<file path="src/rtl/eq_seq_ctrl_pkg.sv">
// Shared types and defaults for the equalizer sequencing controller.
package eq_pkg;

  localparam int DATA_W_DEF = 16;
  localparam int ADDR_W_DEF = 10;
  localparam int DECIM_DEF  = 2;

  typedef enum logic [1:0] {
    IDLE = 2'd0,
    FAST = 2'd1,
    SLOW = 2'd2,
    DONE = 2'd3
  } state_e;

endpackage

</file>
<file path="src/rtl/eq_seq_ctrl_if.sv">
// Controller <-> codec strobe / queue / MAC datapath signal bundle.
interface eq_seq_ctrl_if #(
  parameter int DATA_W = eq_pkg::DATA_W_DEF,
  parameter int ADDR_W = eq_pkg::ADDR_W_DEF
) ();

  logic              smpl_vld;
  logic [DATA_W-1:0] smpl_in;
  logic              fq_seq;
  logic              sq_seq;
  logic              fq_wrt;
  logic              sq_wrt;
  logic [DATA_W-1:0] q_smpl;
  logic              mac_clr;
  logic              mac_en;
  logic [ADDR_W-1:0] coeff_addr;
  logic              sel_slow;
  logic              busy;
  logic              done;
  logic              overrun;
  logic              err;

  modport master (
    input  smpl_vld, smpl_in, fq_seq, sq_seq,
    output fq_wrt, sq_wrt, q_smpl, mac_clr, mac_en, coeff_addr,
           sel_slow, busy, done, overrun, err
  );

  modport slave (
    output smpl_vld, smpl_in, fq_seq, sq_seq,
    input  fq_wrt, sq_wrt, q_smpl, mac_clr, mac_en, coeff_addr,
           sel_slow, busy, done, overrun, err
  );

endinterface

</file>
<file path="src/rtl/eq_seq_ctrl_phase.sv">
// One queue replay phase: seen flag, coefficient counter, mac_en, end detect.
// Watchdog present only when SEQ_TIMEOUT_EN is defined.
module seq_phase #(
  parameter int ADDR_W = eq_pkg::ADDR_W_DEF
`ifdef SEQ_TIMEOUT_EN
  , parameter int SEQ_TIMEOUT = 8
`endif
) (
  input  logic              clk,
  input  logic              rst_n,
  input  logic              start_i,
  input  logic              active_i,
  input  logic              seq_i,
  output logic              mac_en_o,
  output logic              end_o,
  output logic              timeout_o,
  output logic [ADDR_W-1:0] addr_o
);

  logic              seen_q, seen_d;
  logic [ADDR_W-1:0] addr_q, addr_d;

  assign mac_en_o = active_i & seq_i;
  assign end_o    = active_i & seen_q & ~seq_i;
  assign addr_o   = addr_q;

  always_comb begin
    seen_d = seen_q;
    addr_d = addr_q;
    if (start_i) begin
      seen_d = 1'b0;
      addr_d = '0;
    end else if (active_i && seq_i) begin
      seen_d = 1'b1;
      addr_d = addr_q + 1'b1;
    end
  end

  always_ff @(posedge clk) begin
    if (!rst_n) begin
      seen_q <= 1'b0;
      addr_q <= '0;
    end else begin
      seen_q <= seen_d;
      addr_q <= addr_d;
    end
  end

`ifdef SEQ_TIMEOUT_EN
  localparam int WD_W = $clog2(SEQ_TIMEOUT + 1);

  logic [WD_W-1:0] wd_q, wd_d;

  // Saturates on the last allowed cycle; a sequencing high there still wins.
  always_comb begin
    wd_d = wd_q;
    if (start_i)
      wd_d = '0;
    else if (active_i && !seen_q && wd_q != WD_W'(SEQ_TIMEOUT - 1))
      wd_d = wd_q + 1'b1;
  end

  assign timeout_o = active_i & ~seen_q & ~seq_i & (wd_q == WD_W'(SEQ_TIMEOUT - 1));

  always_ff @(posedge clk) begin
    if (!rst_n) wd_q <= '0;
    else        wd_q <= wd_d;
  end
`else
  assign timeout_o = 1'b0;
`endif

endmodule

</file>
<file path="src/rtl/eq_seq_ctrl.sv">
// Equalizer sample sequencer: writes fast/slow queues and steers the shared MAC.
// Optional sequencing watchdog enabled by defining SEQ_TIMEOUT_EN.
module eq_seq_ctrl
  import eq_pkg::*;
#(
  parameter int DATA_W = DATA_W_DEF,
  parameter int ADDR_W = ADDR_W_DEF,
  parameter int DECIM  = DECIM_DEF
`ifdef SEQ_TIMEOUT_EN
  , parameter int SEQ_TIMEOUT = 8
`endif
) (
  input logic           clk,
  input logic           rst_n,
  eq_seq_ctrl_if.master bus
);

  localparam int DC_W = (DECIM > 1) ? $clog2(DECIM) : 1;

  state_e            state_q, state_d;
  logic [DATA_W-1:0] q_smpl_q, q_smpl_d;
  logic [DC_W-1:0]   decim_q, decim_d;
  logic              slow_pass_q, slow_pass_d;
  logic              used_slow_q, used_slow_d;
  logic              overrun_q, overrun_d;
  logic              fq_wrt_q, sq_wrt_q, mac_clr_q;

  logic              accept, go_slow;
  logic              fast_mac, fast_end, fast_to;
  logic              slow_mac, slow_end, slow_to;
  logic [ADDR_W-1:0] fast_addr, slow_addr;

  assign accept  = (state_q == IDLE) & bus.smpl_vld;
  assign go_slow = (state_q == FAST) & (state_d == SLOW);

  seq_phase #(
    .ADDR_W(ADDR_W)
`ifdef SEQ_TIMEOUT_EN
    , .SEQ_TIMEOUT(SEQ_TIMEOUT)
`endif
  ) u_fast (
    .clk(clk), .rst_n(rst_n), .start_i(accept), .active_i(state_q == FAST),
    .seq_i(bus.fq_seq), .mac_en_o(fast_mac), .end_o(fast_end),
    .timeout_o(fast_to), .addr_o(fast_addr)
  );

  seq_phase #(
    .ADDR_W(ADDR_W)
`ifdef SEQ_TIMEOUT_EN
    , .SEQ_TIMEOUT(SEQ_TIMEOUT)
`endif
  ) u_slow (
    .clk(clk), .rst_n(rst_n), .start_i(go_slow), .active_i(state_q == SLOW),
    .seq_i(bus.sq_seq), .mac_en_o(slow_mac), .end_o(slow_end),
    .timeout_o(slow_to), .addr_o(slow_addr)
  );

  always_ff @(posedge clk) begin
    if (!rst_n) state_q <= IDLE;
    else        state_q <= state_d;
  end

  always_comb begin
    state_d = state_q;
    case (state_q)
      IDLE: if (bus.smpl_vld) state_d = FAST;
      FAST: begin
        if (fast_to)       state_d = DONE;
        else if (fast_end) state_d = slow_pass_q ? SLOW : DONE;
      end
      SLOW:    if (slow_end || slow_to) state_d = DONE;
      DONE:    state_d = IDLE;
      default: state_d = IDLE;
    endcase
  end

  // Slow-pass decision is frozen at acceptance so the counter can advance immediately.
  always_comb begin
    q_smpl_d    = q_smpl_q;
    decim_d     = decim_q;
    slow_pass_d = slow_pass_q;
    used_slow_d = used_slow_q;
    overrun_d   = overrun_q | ((state_q != IDLE) & bus.smpl_vld);
    if (accept) begin
      q_smpl_d    = bus.smpl_in;
      slow_pass_d = (decim_q == DC_W'(DECIM - 1));
      decim_d     = (decim_q == DC_W'(DECIM - 1)) ? '0 : decim_q + 1'b1;
      used_slow_d = 1'b0;
    end
    if (go_slow) used_slow_d = 1'b1;
  end

  always_ff @(posedge clk) begin
    if (!rst_n) begin
      q_smpl_q    <= '0;
      decim_q     <= '0;
      slow_pass_q <= 1'b0;
      used_slow_q <= 1'b0;
      overrun_q   <= 1'b0;
      fq_wrt_q    <= 1'b0;
      sq_wrt_q    <= 1'b0;
      mac_clr_q   <= 1'b0;
    end else begin
      q_smpl_q    <= q_smpl_d;
      decim_q     <= decim_d;
      slow_pass_q <= slow_pass_d;
      used_slow_q <= used_slow_d;
      overrun_q   <= overrun_d;
      fq_wrt_q    <= accept;
      sq_wrt_q    <= go_slow;
      mac_clr_q   <= accept;
    end
  end

`ifdef SEQ_TIMEOUT_EN
  logic err_q, err_d;

  assign err_d = err_q | fast_to | slow_to;

  always_ff @(posedge clk) begin
    if (!rst_n) err_q <= 1'b0;
    else        err_q <= err_d;
  end
`endif

  // Address stays on the last-used counter through DONE/IDLE.
  always_comb begin
    bus.busy       = (state_q != IDLE);
    bus.done       = (state_q == DONE);
    bus.sel_slow   = (state_q == SLOW);
    bus.mac_en     = fast_mac | slow_mac;
    bus.coeff_addr = ((state_q == SLOW) || (state_q != FAST && used_slow_q)) ? slow_addr : fast_addr;
    bus.fq_wrt     = fq_wrt_q;
    bus.sq_wrt     = sq_wrt_q;
    bus.mac_clr    = mac_clr_q;
    bus.q_smpl     = q_smpl_q;
    bus.overrun    = overrun_q;
`ifdef SEQ_TIMEOUT_EN
    bus.err        = err_q;
`else
    bus.err        = 1'b0;
`endif
  end

endmodule

</file>
<file path="src/flat_wrapper.sv">
// flat-port wrapper written by rule: the top's interface ports become plain ports
module eq_seq_ctrl_flat import eq_pkg::*;
#(
  parameter int DATA_W = DATA_W_DEF,
  parameter int ADDR_W = ADDR_W_DEF,
  parameter int DECIM  = DECIM_DEF

)
  (clk, rst_n, bus_smpl_vld, bus_smpl_in, bus_fq_seq, bus_sq_seq, bus_fq_wrt, bus_sq_wrt, bus_q_smpl, bus_mac_clr, bus_mac_en, bus_coeff_addr, bus_sel_slow, bus_busy, bus_done, bus_overrun, bus_err);
  eq_seq_ctrl_if #(.DATA_W(DATA_W), .ADDR_W(ADDR_W)) bus_i ();
  input logic clk;
  input logic rst_n;
  input wire logic [$bits(bus_i.smpl_vld)-1:0] bus_smpl_vld;
  input wire logic [$bits(bus_i.smpl_in)-1:0] bus_smpl_in;
  input wire logic [$bits(bus_i.fq_seq)-1:0] bus_fq_seq;
  input wire logic [$bits(bus_i.sq_seq)-1:0] bus_sq_seq;
  output wire logic [$bits(bus_i.fq_wrt)-1:0] bus_fq_wrt;
  output wire logic [$bits(bus_i.sq_wrt)-1:0] bus_sq_wrt;
  output wire logic [$bits(bus_i.q_smpl)-1:0] bus_q_smpl;
  output wire logic [$bits(bus_i.mac_clr)-1:0] bus_mac_clr;
  output wire logic [$bits(bus_i.mac_en)-1:0] bus_mac_en;
  output wire logic [$bits(bus_i.coeff_addr)-1:0] bus_coeff_addr;
  output wire logic [$bits(bus_i.sel_slow)-1:0] bus_sel_slow;
  output wire logic [$bits(bus_i.busy)-1:0] bus_busy;
  output wire logic [$bits(bus_i.done)-1:0] bus_done;
  output wire logic [$bits(bus_i.overrun)-1:0] bus_overrun;
  output wire logic [$bits(bus_i.err)-1:0] bus_err;
  assign bus_i.smpl_vld = bus_smpl_vld;
  assign bus_i.smpl_in = bus_smpl_in;
  assign bus_i.fq_seq = bus_fq_seq;
  assign bus_i.sq_seq = bus_sq_seq;
  assign bus_fq_wrt = bus_i.fq_wrt;
  assign bus_sq_wrt = bus_i.sq_wrt;
  assign bus_q_smpl = bus_i.q_smpl;
  assign bus_mac_clr = bus_i.mac_clr;
  assign bus_mac_en = bus_i.mac_en;
  assign bus_coeff_addr = bus_i.coeff_addr;
  assign bus_sel_slow = bus_i.sel_slow;
  assign bus_busy = bus_i.busy;
  assign bus_done = bus_i.done;
  assign bus_overrun = bus_i.overrun;
  assign bus_err = bus_i.err;
  eq_seq_ctrl #(.DATA_W(DATA_W), .ADDR_W(ADDR_W), .DECIM(DECIM)) u_core (.clk(clk), .rst_n(rst_n), .bus(bus_i));
endmodule
</file>
<file path="config.mk">
export PLATFORM = sky130hd
export DESIGN_NAME = eq_seq_ctrl_flat
export DESIGN_NICKNAME = d
export VERILOG_FILES = /design/src/rtl/eq_seq_ctrl_pkg.sv /design/src/rtl/eq_seq_ctrl_if.sv /design/src/rtl/eq_seq_ctrl_phase.sv /design/src/rtl/eq_seq_ctrl.sv /design/src/flat_wrapper.sv
export SDC_FILE = /design/constraint.sdc
export NUM_CORES = 1
export LEC_CHECK = 0
export ABC_AREA = 1
export CAP_MARGIN = 20
export CORE_MARGIN = 5
export CORE_UTILIZATION = 35
export CTS_CLUSTER_DIAMETER = 200
export DETAILED_ROUTE_END_ITERATION = 6
export PLACE_DENSITY_LB_ADDON = 0.2
export REMOVE_ABC_BUFFERS = 1
export SYNTH_ARGS = -nofsm -noshare
export SYNTH_HDL_FRONTEND = slang
export SYNTH_HIERARCHICAL = 1
export SYNTH_SLANG_ARGS = --single-unit
</file>
<file path="constraint.sdc">
create_clock -name clk -period 1.9 [get_ports clk]
set_clock_uncertainty 0.15 [all_clocks]
set_input_delay 0.475 -clock clk [delete_from_list [all_inputs] [get_ports clk]]
set_output_delay 0.475 -clock clk [all_outputs]
set_load 0.02 [all_outputs]
</file>
==> reports/metrics.csv <==
stage;metric;value;unit
outcome;outcome;finished, violations left;
outcome;failed_checks;negative setup slack;
setup_path;critPathKind;register to output port;
timing;hold_ws;0.331;ns
setup_path;worstPathRequired;1.27;ns
synthesis;yosysWarningCount;6;
timing;finalCritPeriodShare;110;%
synthesis;netlist.area_leader.share;41.5;%
timing;finalHoldViolCount;0;
synthesis;synth_area;2220;sq um
run;drv_cap;0;
global_route;grt_first_pass_wirelength;8.61;mm
global_route;grt_pass1_vias;1953;
die;pin_count;56;
power;ir_drop;0.293;mV
final_layout;fin_area;3320;sq um
routing;wirelength;5.35;mm
setup_path;r2r-start;u_core/state_q[0];
clock_network;clock-sinks;46;
placement;dpl_cell_area;3000;sq um
die;start_util;35.4;%
timing;finalSetupViolCount;11;
setup_path;crit_path_start_kind;register;
global_route;grt.total_usage;13.7;%
routing;post_drt_via_cell_ratio;4.35;
synthesis;ys_ff_latch;46;
timing;fin_crit;2.08;ns
final_layout;nNetsFinal;428;
synthesis;synth_cells;318;
placement;port_buffers;54;
routing;drt-initial-drc-count;87;
synthesis;yosys.area.top_type;dfxtp_1;
synthesis;synthAdderAreaFrac;1.13;%
synthesis;synth.area.top_cells;dfxtp_1, nor2_1, nand2_1;
timing;fmax;481;MHz
min_path;holdPathStages;2;
global_route;antenna_found_initial;0;
setup_path;reg2reg_to;u_core/u_slow/addr_o[1];
setup_path;crit_arrival;1.46;ns
power;leakagePower;1.70;nW
setup_path;crit_fanout;5;
placement;gp_congestion;0.774;
timing;fin_ws;-0.181;ns
synthesis;synth_commonest_cells;nor2_1, nand2_1, inv_1;
synthesis;synth.avg_cell_area;6.98;sq um
die;die_area;8040;sq um
synthesis;synth_mux_area_share;0;%
routing;antenna_left;0;
min_path;worstHoldStart;u_core/bus.q_smpl[3];
synthesis;synthArstFlopShare;0;%
final_layout;fill_cells;626;
synthesis;ys_seq_area_share;41.5;%
setup_path;r2r_slack;0.09;ns
die;dieHeight;89.7;um
min_path;hold_path.class;register to register;
clock_network;cts-hold-fix-buffers;0;
routing;vias;2101;
routing;wl_per_cell;11.1;um
final_layout;drive_gt1_share;26.4;%
global_route;grt_max_degree;21;
final_layout;n_antenna_cell;0;
power;power.density;693;nW/um^2
routing;first_pass_iters;6;
die;fp-row-count;29;
routing;drcViolationCount;0;
synthesis;ys_types;27;
clock_network;clkTransAtPathRegs;0.09;ns
placement;hpwl;3.82;mm
clock_network;ctsLongestPathBuffers;2;
synthesis;synthXorXnorAreaFrac;1.58;%
synthesis;synth.most_common_cell;nor2_1;
final_layout;area_delta_synth_final;49.4;%
clock_network;htree_levels;2;
setup_path;r2r_cells;14;
setup_path;end_kind;output port;
die;core_area;6280;sq um
synthesis;yosys.area_share.simple;29.9;%
min_path;worstHoldEndpoint;u_core/bus.q_smpl[3];
global_route;grt_overflow_total;0;
timing;rsz0062_at_grt;true;
clock_network;cts_made_buffers;5;
clock_network;cts_root_buffer;clkbuf_8;
die;fp.dieW;89.7;um
clock_network;clkLatencyLatePin;0.29;ns
synthesis;synth_compound_area_share;11.8;%
timing;finalMaxSlewViolations;0;
synthesis;ys.flop_type;dfxtp_1;
synthesis;synth_edf_count;0;
synthesis;synth_top_family_by_area;simple AND/OR/NAND/NOR gates;
clock_network;cts_tree;yes;
[power breakdown]
| part | switching, mW | total, mW | internal (mW) | leakage (nW) |
|---|---|---|---|---|
| registers | 0.0342 | 1.05 | 1.02 | 0.377 |
| logic | 0.275 | 0.514 | 0.239 | 1.27 |
| clock network | 0.339 | 0.732 | 0.393 | 0.0514 |
| total | 0.648 | 2.30 | 1.65 | 1.70 |
[cells in the final DEF (no fill, tap or decap), drive strengths merged]
cell type	Yosys	routed
a21oi	8	8
buf	10	49
bufinv	0	1
clkbuf	2	7
clkdlybuf4s50	0	21
clkinvlp	0	1
conb	3	3
dfxtp	46	46
dlygate4sd2	0	2
dlymetal6s2s	0	18
ha	2	2
inv	52	52
nand2	60	60
nand3	14	14
nand3b	1	1
nand4	7	7
nor2	74	75
o21ai	34	34
or2	1	1
xnor2	2	2
xor2	2	2
[final cells by class]
class / count / area, sq um / share of cell area (%)
well taps: 77 / 96.3 / 2.90
repair buffers: 91 / 876 / 26.4
flip-flops and latches: 46 / 928 / 28.0
multi-input cells: 209 / 1100 / 33.0
inverters: 52 / 210 / 6.34
clock buffers: 6 / 72.6 / 2.19
clock inverters: 2 / 37.5 / 1.13
[sequential cells by signal, indices dropped and copies added, names as in the netlist]
| register | count |
|---|---|
| u_core/bus.overrun | 1 |
| u_core/slow_pass_q | 1 |
| u_core/bus.q_smpl | 16 |
| u_core/u_fast/addr_o | 10 |
| u_core/u_fast/seen_q | 1 |
| u_core/used_slow_q | 1 |
| u_core/u_slow/seen_q | 1 |
| u_core/bus.mac_clr | 1 |
| u_core/bus.sq_wrt | 1 |
| u_core/state_q | 2 |
| u_core/decim_q | 1 |
| u_core/u_slow/addr_o | 10 |
[worst max-delay path: stages, from the launching register on]
cell     delay [ns]
dfxtp_4        0.39
inv_4          0.04
nand2_4        0.07
inv_4          0.05
o21ai_4        0.18
buf_6          0.17
nand2_2        0.05
o21ai_2        0.07
buf_6          0.14
[metrics by stage]
stage	utilization, %	setup WS [ns]	power (mW)	cells	TNS, ns
2_1_floorplan	-	-0.175	1.30	306	-1.75
3_3_place_gp	47.8	-0.597	1.55	468	-11.47
3_5_place_dp	47.8	-0.633	1.55	468	-12.42
4_1_cts	51.0	-0.261	2.33	481	-2.73
5_1_grt	52.8	-0.234	2.43	483	-2.55
6_report	52.8	-0.181	2.30	483	-1.76
[cells by family after synthesis]
group | after synthesis
fa+ha+maj | 2
buf+inv | 64
other cells | 3
compound gates | 42
flops | 46
xor+xnor | 4
simple gates | 157
[metal layers]
layer  GRT usage [%]  wire (um)  share of wire [%]
met4            3.92         36               0.67
met2            22.6       2560                 48
met1            17.0       2400                 45
met3            4.74        356                6.7
met5               0          0                  0
[what timing repair did]
action | 4_1_cts | 5_1_grt
resized for setup | 75 | 61
pin swaps | 1 | 8
cloned | 2 | 1
setup endpoints to repair | 26 | 40
buffers inserted | 3 | 4
[how the worst max path moves through the flow]
stage	from	slack, ns	to
finish	u_core/state_q[0]	-0.18	bus_coeff_addr[0]
detailed placement	bus_sq_seq	-0.63	u_core/u_slow/addr_o[3]
floorplan	u_core/state_q[0]	-0.18	bus_coeff_addr[0]
global route	u_core/state_q[0]	-0.23	bus_coeff_addr[0]
CTS	u_core/state_q[0]	-0.26	bus_coeff_addr[1]
global placement	bus_sq_seq	-0.60	bus_mac_en
No activity file was read; power rests on OpenSTA's default activity.
